==> src/rtl/stage_monitor.sv <==
// Checks the pipeline sequencer strobes against the expected phase each cycle; flags and records the first violation.
// Outputs are registered with latency 1. Optional macro STAGE_MONITOR_PC_STROBE_EN adds pc_wren to the WB_IF expected set.
module stage_monitor (
  input  logic        clk,
  input  logic        reset_n,
  input  logic        stage_reset_n,
  input  logic        pc_wren,
  input  logic        wb_if_wren,
  input  logic        if_id_wren,
  input  logic        id_ex_wren,
  input  logic        ex_mem_wren,
  input  logic        ram_wren,
  input  logic        mem_wb_wren,
  input  logic        reg_wren,
  output logic [3:0]  phase,
  output logic        instr_done,
  output logic [31:0] retire_count,
  output logic        error,
  output logic [1:0]  err_code,
  output logic [3:0]  err_phase
);

  typedef enum logic [3:0] {
    PH_INIT   = 4'd0,
    PH_IF     = 4'd1,
    PH_IF_ID  = 4'd2,
    PH_ID     = 4'd3,
    PH_ID_EX  = 4'd4,
    PH_EX_MEM = 4'd5,
    PH_MEM    = 4'd6,
    PH_MEM_WB = 4'd7,
    PH_WB     = 4'd8,
    PH_WB_IF  = 4'd9,
    PH_FAULT  = 4'd15
  } phase_t;

  localparam logic [1:0] CODE_INIT_STROBE = 2'd1;
  localparam logic [1:0] CODE_MISSING     = 2'd2;
  localparam logic [1:0] CODE_UNEXPECTED  = 2'd3;

  // Strobe vector bit order: pc, wb_if, if_id, id_ex, ex_mem, ram, mem_wb, reg
  localparam logic [7:0] S_PC     = 8'b1000_0000;
  localparam logic [7:0] S_WB_IF  = 8'b0100_0000;
  localparam logic [7:0] S_IF_ID  = 8'b0010_0000;
  localparam logic [7:0] S_ID_EX  = 8'b0001_0000;
  localparam logic [7:0] S_EX_MEM = 8'b0000_1000;
  localparam logic [7:0] S_RAM    = 8'b0000_0100;
  localparam logic [7:0] S_MEM_WB = 8'b0000_0010;
  localparam logic [7:0] S_REG    = 8'b0000_0001;

  phase_t     state;
  phase_t     next_state;
  logic [7:0] strobes;
  logic [7:0] exp_mask;
  logic       unexpected;
  logic       missing;
  logic       viol;
  logic [1:0] viol_code;
  logic       retire;

  assign strobes = {pc_wren, wb_if_wren, if_id_wren, id_ex_wren,
                    ex_mem_wren, ram_wren, mem_wb_wren, reg_wren};

  always_comb begin
    exp_mask = 8'd0;
    case (state)
      PH_IF_ID:  exp_mask = S_IF_ID;
      PH_ID_EX:  exp_mask = S_ID_EX;
      PH_EX_MEM: exp_mask = S_EX_MEM;
      PH_MEM:    exp_mask = S_RAM;
      PH_MEM_WB: exp_mask = S_MEM_WB;
      PH_WB:     exp_mask = S_REG;
`ifdef STAGE_MONITOR_PC_STROBE_EN
      PH_WB_IF:  exp_mask = S_WB_IF | S_PC;
`else
      PH_WB_IF:  exp_mask = S_WB_IF;
`endif
      default:   exp_mask = 8'd0;
    endcase
  end

  assign unexpected = |(strobes & ~exp_mask);
  assign missing    = |(exp_mask & ~strobes);

  always_comb begin
    next_state = state;
    viol       = 1'b0;
    viol_code  = 2'd0;
    retire     = 1'b0;
    if (state == PH_FAULT) begin
      // No checking while faulted; only a sequencer stage reset leaves.
      if (!stage_reset_n) begin
        next_state = PH_INIT;
      end
    end else if (!stage_reset_n) begin
      if (|strobes) begin
        viol       = 1'b1;
        viol_code  = CODE_INIT_STROBE;
        next_state = PH_FAULT;
      end else begin
        next_state = PH_INIT;
      end
    end else if (unexpected) begin
      viol       = 1'b1;
      viol_code  = CODE_UNEXPECTED;
      next_state = PH_FAULT;
    end else if (missing) begin
      viol       = 1'b1;
      viol_code  = CODE_MISSING;
      next_state = PH_FAULT;
    end else begin
      case (state)
        PH_INIT:   next_state = PH_IF;
        PH_WB_IF: begin
          next_state = PH_IF;
          retire     = 1'b1;
        end
        PH_IF, PH_IF_ID, PH_ID, PH_ID_EX, PH_EX_MEM,
        PH_MEM, PH_MEM_WB, PH_WB:
                   next_state = phase_t'(state + 4'd1);
        default:   next_state = PH_FAULT;
      endcase
    end
  end

  always_ff @(posedge clk) begin
    if (!reset_n) begin
      state <= PH_INIT;
    end else begin
      state <= next_state;
    end
  end

  always_ff @(posedge clk) begin
    if (!reset_n) begin
      instr_done   <= 1'b0;
      retire_count <= 32'd0;
      error        <= 1'b0;
      err_code     <= 2'd0;
      err_phase    <= 4'd0;
    end else begin
      instr_done <= retire;
      if (retire) begin
        retire_count <= retire_count + 32'd1;
      end
      // Only the first violation's cause is kept until a full reset.
      if (viol) begin
        error <= 1'b1;
        if (!error) begin
          err_code  <= viol_code;
          err_phase <= state;
        end
      end
    end
  end

  assign phase = state;

endmodule
==> config.mk <==
export PLATFORM = sky130hd
export DESIGN_NAME = stage_monitor
export DESIGN_NICKNAME = d
export VERILOG_FILES = /design/src/rtl/stage_monitor.sv
export SDC_FILE = /design/constraint.sdc
export NUM_CORES = 1
export LEC_CHECK = 0
export CELL_PAD_IN_SITES_DETAIL_PLACEMENT = 0
export CELL_PAD_IN_SITES_GLOBAL_PLACEMENT = 1
export CORE_MARGIN = 1
export CORE_UTILIZATION = 25
export DETAILED_ROUTE_END_ITERATION = 7
export GPL_TIMING_DRIVEN = 0
export MAX_ROUTING_LAYER = met4
export PLACE_DENSITY = 0.58
export SYNTH_ARGS = -nofsm -noshare
export SYNTH_HDL_FRONTEND = slang
export SYNTH_SLANG_ARGS = --single-unit
==> constraint.sdc <==
create_clock -name clk -period 2.8 [get_ports clk]
set_clock_uncertainty 0.1 [all_clocks]
set_input_delay 0.28 -clock clk [delete_from_list [all_inputs] [get_ports clk]]
set_output_delay 0.28 -clock clk [all_outputs]
set_load 0.005 [all_outputs]
### Word level (Yosys, flattened, before mapping)

Index checks and enable logic that the tools add are counted.

| word-level totals | value |
|---|---|
| flip-flop bits (word level) | 44 |
| output and inout port bits | 44 |
| word-level logic and storage cells | 54 |

| operators by class | value |
|---|---|
| add/subtract/negate cells | 2 |
| equality and inequality tests | 11 |
| mux-type cells | 23 |
| bitwise operators | 5 |
| reduce and logical (&&, ||, !) cells | 7 |

Operators by type and width:

| operator | count |
|---|---|
| one-hot mux 7 bit (7 select lines) | 1 |
| adder 32 x 1 -> 32 bit (second input constant) | 1 |
| OR reduction 8 bit | 4 |
| 2-to-1 mux 4 bit | 6 |
| AND 8 bit | 2 |
| equality test 4 x 3 -> 1 bit (second input constant) | 4 |
| inverter 8 bit | 2 |
| equality test 4 bit (second input constant) | 3 |
| 2-to-1 mux 1 bit | 11 |
| equality test 4 x 2 -> 1 bit (second input constant) | 2 |
| 2-to-1 mux 2 bit | 4 |
| one-hot mux 4 bit (2 select lines) | 1 |
| adder 4 x 1 -> 4 bit (second input constant) | 1 |
| equality test 4 x 1 -> 1 bit (second input constant) | 1 |
| logical NOT 4 bit | 1 |
| != test 2 bit (second input constant) | 1 |
| AND reduction 2 bit | 1 |
| OR reduction 2 bit | 1 |
| inverter 1 bit | 1 |

### Longest topological paths before layout

| logic depth | value |
|---|---|
| depth in word-level cells | 9 |
| gate-level depth with buffers | 10 |

### Worst setup path after synthesis

Ideal clock, no wire load.

| path | value |
|---|---|
| path kind | register to register |
| from | register state[0], in the netlist phase[0] |
| to | register retire_count[27] |
| arrival | 2.140 ns |
| required time | 2.628 ns |
| path slack | 0.488 ns |
| stages on the path, launching flop included | 10 |
| path buffers | 2 |
| clock period less this slack | 2.312 ns |
| cell sequence | dfxtp_1 > inv_1 > ha_1 > buf_2 > nor2b_1 > o31ai_4 > nand3_1 > buf_2 > nor4_1 > mux2i_1 |

| between the ends | value |
|---|---|
| cells in the longest elaborated chain, start to end | 8 |

Ends and longest elaborated chain:

| what | RTL line | source |
|---|---|---|
| from (decl) | 51 | `phase_t state;` |
| from (signal assigned) | 130 | `state <= next_state;` |
| equality test 4 bit, or another cell as far along | 66, 112 |  |
| one-hot mux 7 bit (7 select lines) | 66 | `case (state)` |
| AND 8 bit / inverter 8 bit (equally long branches) | 83, 82 |  |
| OR reduction 8 bit / AND 8 bit (equally long branches) | 83, 82 |  |
| 2-to-1 mux 1 bit / OR reduction 8 bit (equally long branches) | 107, 82 |  |
| 2-to-1 mux 1 bit | 103 | `end else if (unexpected) begin` |
| 2-to-1 mux 1 bit | 95 | `end else if (!stage_reset_n) begin` |
| 2-to-1 mux 1 bit * | 90 | `if (state == PH_FAULT) begin` |
| to (signal assigned) | 144 | `retire_count <= retire_count + 32'd1;` |
| to (decl) | 17 | `output logic [31:0] retire_count,` |

Every way passes the cells marked *; elsewhere a longest branch is shown, timed or not.
A chain may end at the register's enable or synchronous reset.

### Worst setup path after layout

| path | value |
|---|---|
| from | register state[1], in the netlist phase[1] |
| to | register retire_count[0] |

The elaborated chain is that of the path after synthesis.

==> impl_metrics.ini <==
[yosys]
yosysUniqueCellTypes = 48
synth_cells = 312
yosysWarnings = 0
ys_seq_area_share_pct = 33.2
synthArstFlopShare_pct = 0
synth_edf_count = 0
synth-seq-cells = 44
synth_xor_area_share_pct = 0
synth_compound_area_share_pct = 21.3
synth_nets = 328
synth_top_family_by_area = simple AND/OR/NAND/NOR gates
muxShareOfSynthArea_pct = 6.83
syn-cell-area_sq_um = 2660
synth_fa_ha_area_share_pct = 2.36
syn_area_per_cell_sq_um = 8.51
synth-simple-area-share_pct = 30.8
synth_flop_cell = dfxtp_1

[worst_setup_path]
crit_family = simple AND/OR/NAND/NOR gates
critical_path_arrival_ns = 2.75
crit_path_start_kind = flop
cp_max_fo = 10
reg2regPathDepth = 9
r2r_end = retire_count[0]
rrSetupSlack_ns = 0.20
path_cells = inv_1 > ha_1 > buf_2 > nor2b_2 > o31ai_4 > nand3_2 > buf_2 > nor3_1 > mux2i_1
critPathCaptureType = flop
r2r-start = phase[1]
critPathKind = reg -> reg
crit_top_cell = buf_2
worstPathRequired_ns = 2.95
slowest_stage = dfxtp_1
cpPeakStageDelay_ns = 0.44
critPathBufInv = 3

[global_routing]
first_global_vias = 2456
grt_usage_pct = 16.6
grt_max_degree = 15
overflow = 0
grt_pass1_wl_mm = 13.8
antenna_found_initial = 0

[placed_design]
io_buffers = 54
hpwl_mm = 6.47
gp_congestion = 0.772
placed_cells = 502

[status]
outcome = completed

[cells_and_area]
fin_nets = 389
seq_area_sq_um = 882
layout_commonest_cell = clkdlybuf4s50_1
nFillCells = 1087
multi_input_area_sq_um = 1660
final-instance-count-excl-fill = 510
final_cell_mix = clkdlybuf4s50_1 (54), dfxtp_1 (43), nand2_1 (40)
syn_to_final_growth_pct = 32.8
drive_above_1_share_pct = 10.7
antenna_cells = 0

[power]
sequentialPowerShare_pct = 46.7
leakagePower_nw = 1.18
pwr_density_cell_nw_per_um2 = 394
peakVddDrop_mv = 0.202
comb_power_share_pct = 14.2
power.share.clock_pct = 39.1
swShare_pct = 27.1
intPower_mw = 1.01
switching_power_mw = 0.377
total_power_mw = 1.39

[sta]
slew_viol_final = 0
finalHoldViolations = 0
relSlewSlack_pct = 50.1
fin_crit_ns = 2.60
fin_crit_sh_pct = 92.9
whs_ns = 0.363
tightest_slew_ns = 0.742
fmax_ghz = 0.384
finalSetupViolCount = 0
rsz0062_at_grt = no
fin_setup_tns_ns = 0

[drt]
drt_iter0_markers = 124
via_per_inst = 5.30
ant_nets = 0
vias = 2705
drc = 0
routed_wl_mm = 8.85
wl_per_cell_um = 17.4
first_pass_iters = 4

[floorplanning]
die_w_um = 105
fp-row-count = 37
die_area_sq_um = 11000
start_util_pct = 25.7
num_io_pins = 55
fp.coreArea_sq_um = 10300
fp.dieH_um = 105

[cts]
clock_latency_ns = 0.31
root_buffer = clkbuf_8
cts_buffer_depth = 2
clk_pin_slew_ns = 0.10
cts_buffers = 5
htree_levels = 2
hold_buffers = 0
cts_tree = yes
cts_sinks = 44

[worst_hold_path]
hold_path_end = err_phase[2]
hold_path_depth = 2
min_path_type = reg -> reg
worstHoldStart = err_phase[2]

[job]
drv_cap = 0
## logic make-up after synthesis
group,after synthesis
and+or+nand+nor,141
AOI/OAI and AO/OA,71
DFF,44
buffers and inverters,33
muxes,18
adders and majority gates,5
## what timing repair did
action | in CTS | in global routing
gates resized for setup | 1 | 17
setup buffers | 0 | 0
hold endpoints to repair | 0 | 0
endpoints found under the setup margin | 2 | 31
cloned | 0 | 0
pin swaps | 0 | 1
## per-layer routing
layer	share of wire (%)	GRT usage (%)
met1	50	23.4
met4	0.82	4.23
met2	45	24.6
met5	0	-
met3	4.7	2.50
## per-stage QoR
step,util [%],area [sq um],setup slack (ns)
after floorplan,-,2660,0.488
after global placement,32.6,3370,-0.0173
after detailed placement,32.6,3370,-0.0524
after CTS,33.8,3490,0.0130
after global routing,34.2,3530,0.00884
final,34.2,3530,0.198
## final cells by class
| cell class | instances | share of cell area (%) |
|---|---|---|
| clock buffers | 6 | 2.34 |
| clock inverters | 2 | 1.10 |
| flip-flops and latches | 44 | 25.0 |
| repair buffers | 54 | 15.3 |
| inverters | 13 | 1.38 |
| well taps | 136 | 4.82 |
| plain buffers | 20 | 2.94 |
| multi-input cells | 235 | 47.1 |
## cell usage after synthesis (2+ instances only)
cell | number | share of area, %
a211o_1 | 2 | 0.66
a21o_1 | 2 | 0.57
a21oi_1 | 10 | 1.9
and2b_1 | 2 | 0.57
and3_1 | 2 | 0.47
buf_2 | 6 | 1.1
buf_4 | 2 | 0.57
clkbuf_1 | 11 | 1.6
dfxtp_1 | 44 | 33
ha_1 | 5 | 2.4
inv_1 | 13 | 1.8
mux2i_1 | 17 | 6.4
nand2_1 | 40 | 5.7
nand2b_1 | 25 | 5.9
nand3_1 | 7 | 1.3
nand4_1 | 14 | 3.3
nand4_2 | 2 | 0.94
nor2_1 | 9 | 1.3
nor2b_1 | 6 | 1.4
nor3_1 | 4 | 0.75
nor4_1 | 17 | 4.0
o21ai_0 | 5 | 0.94
o22ai_1 | 2 | 0.47
o311ai_0 | 17 | 5.6
o311ai_1 | 2 | 0.66
o31ai_1 | 3 | 0.85
o41ai_1 | 19 | 6.3
or2_2 | 2 | 0.47
or4_1 | 3 | 0.85
## state kept, by name, indices dropped and copies added, names as in the netlist
name / flops
retire_count: 32
err_phase: 4
phase: 4
err_code: 2
error: 1
instr_done: 1
## tightest hold or removal path: cells and delay by family, from the launching register on
kind          cells  cell delay (ns)
flops             1             0.32
simple gates      1             0.05
mux               1             0.05
## power groups by stage
stage | Clock [mW] | Combinational [mW] | Sequential [mW]
final | 0.544 | 0.197 | 0.650
after global routing | 0.592 | 0.216 | 0.652
after CTS | 0.561 | 0.195 | 0.650
after detailed placement | 0 | 0.193 | 0.665
after global placement | 0 | 0.194 | 0.665
after floorplan | 0 | 0.111 | 0.662
## worst max-delay path by stage
stage	endpoint	slack, ns	depth (start not counted)	from
finish	retire_count[0]	0.20	9	phase[1]
CTS	retire_count[8]	0.01	9	phase[0]
global placement	retire_count[16]	-0.02	9	phase[0]
detailed placement	retire_count[8]	-0.05	9	phase[0]
floorplan	retire_count[27]	0.49	9	phase[0]
global route	retire_count[18]	0.009	10	phase[0]
Note: power is estimated with default switching activity, not from simulation.
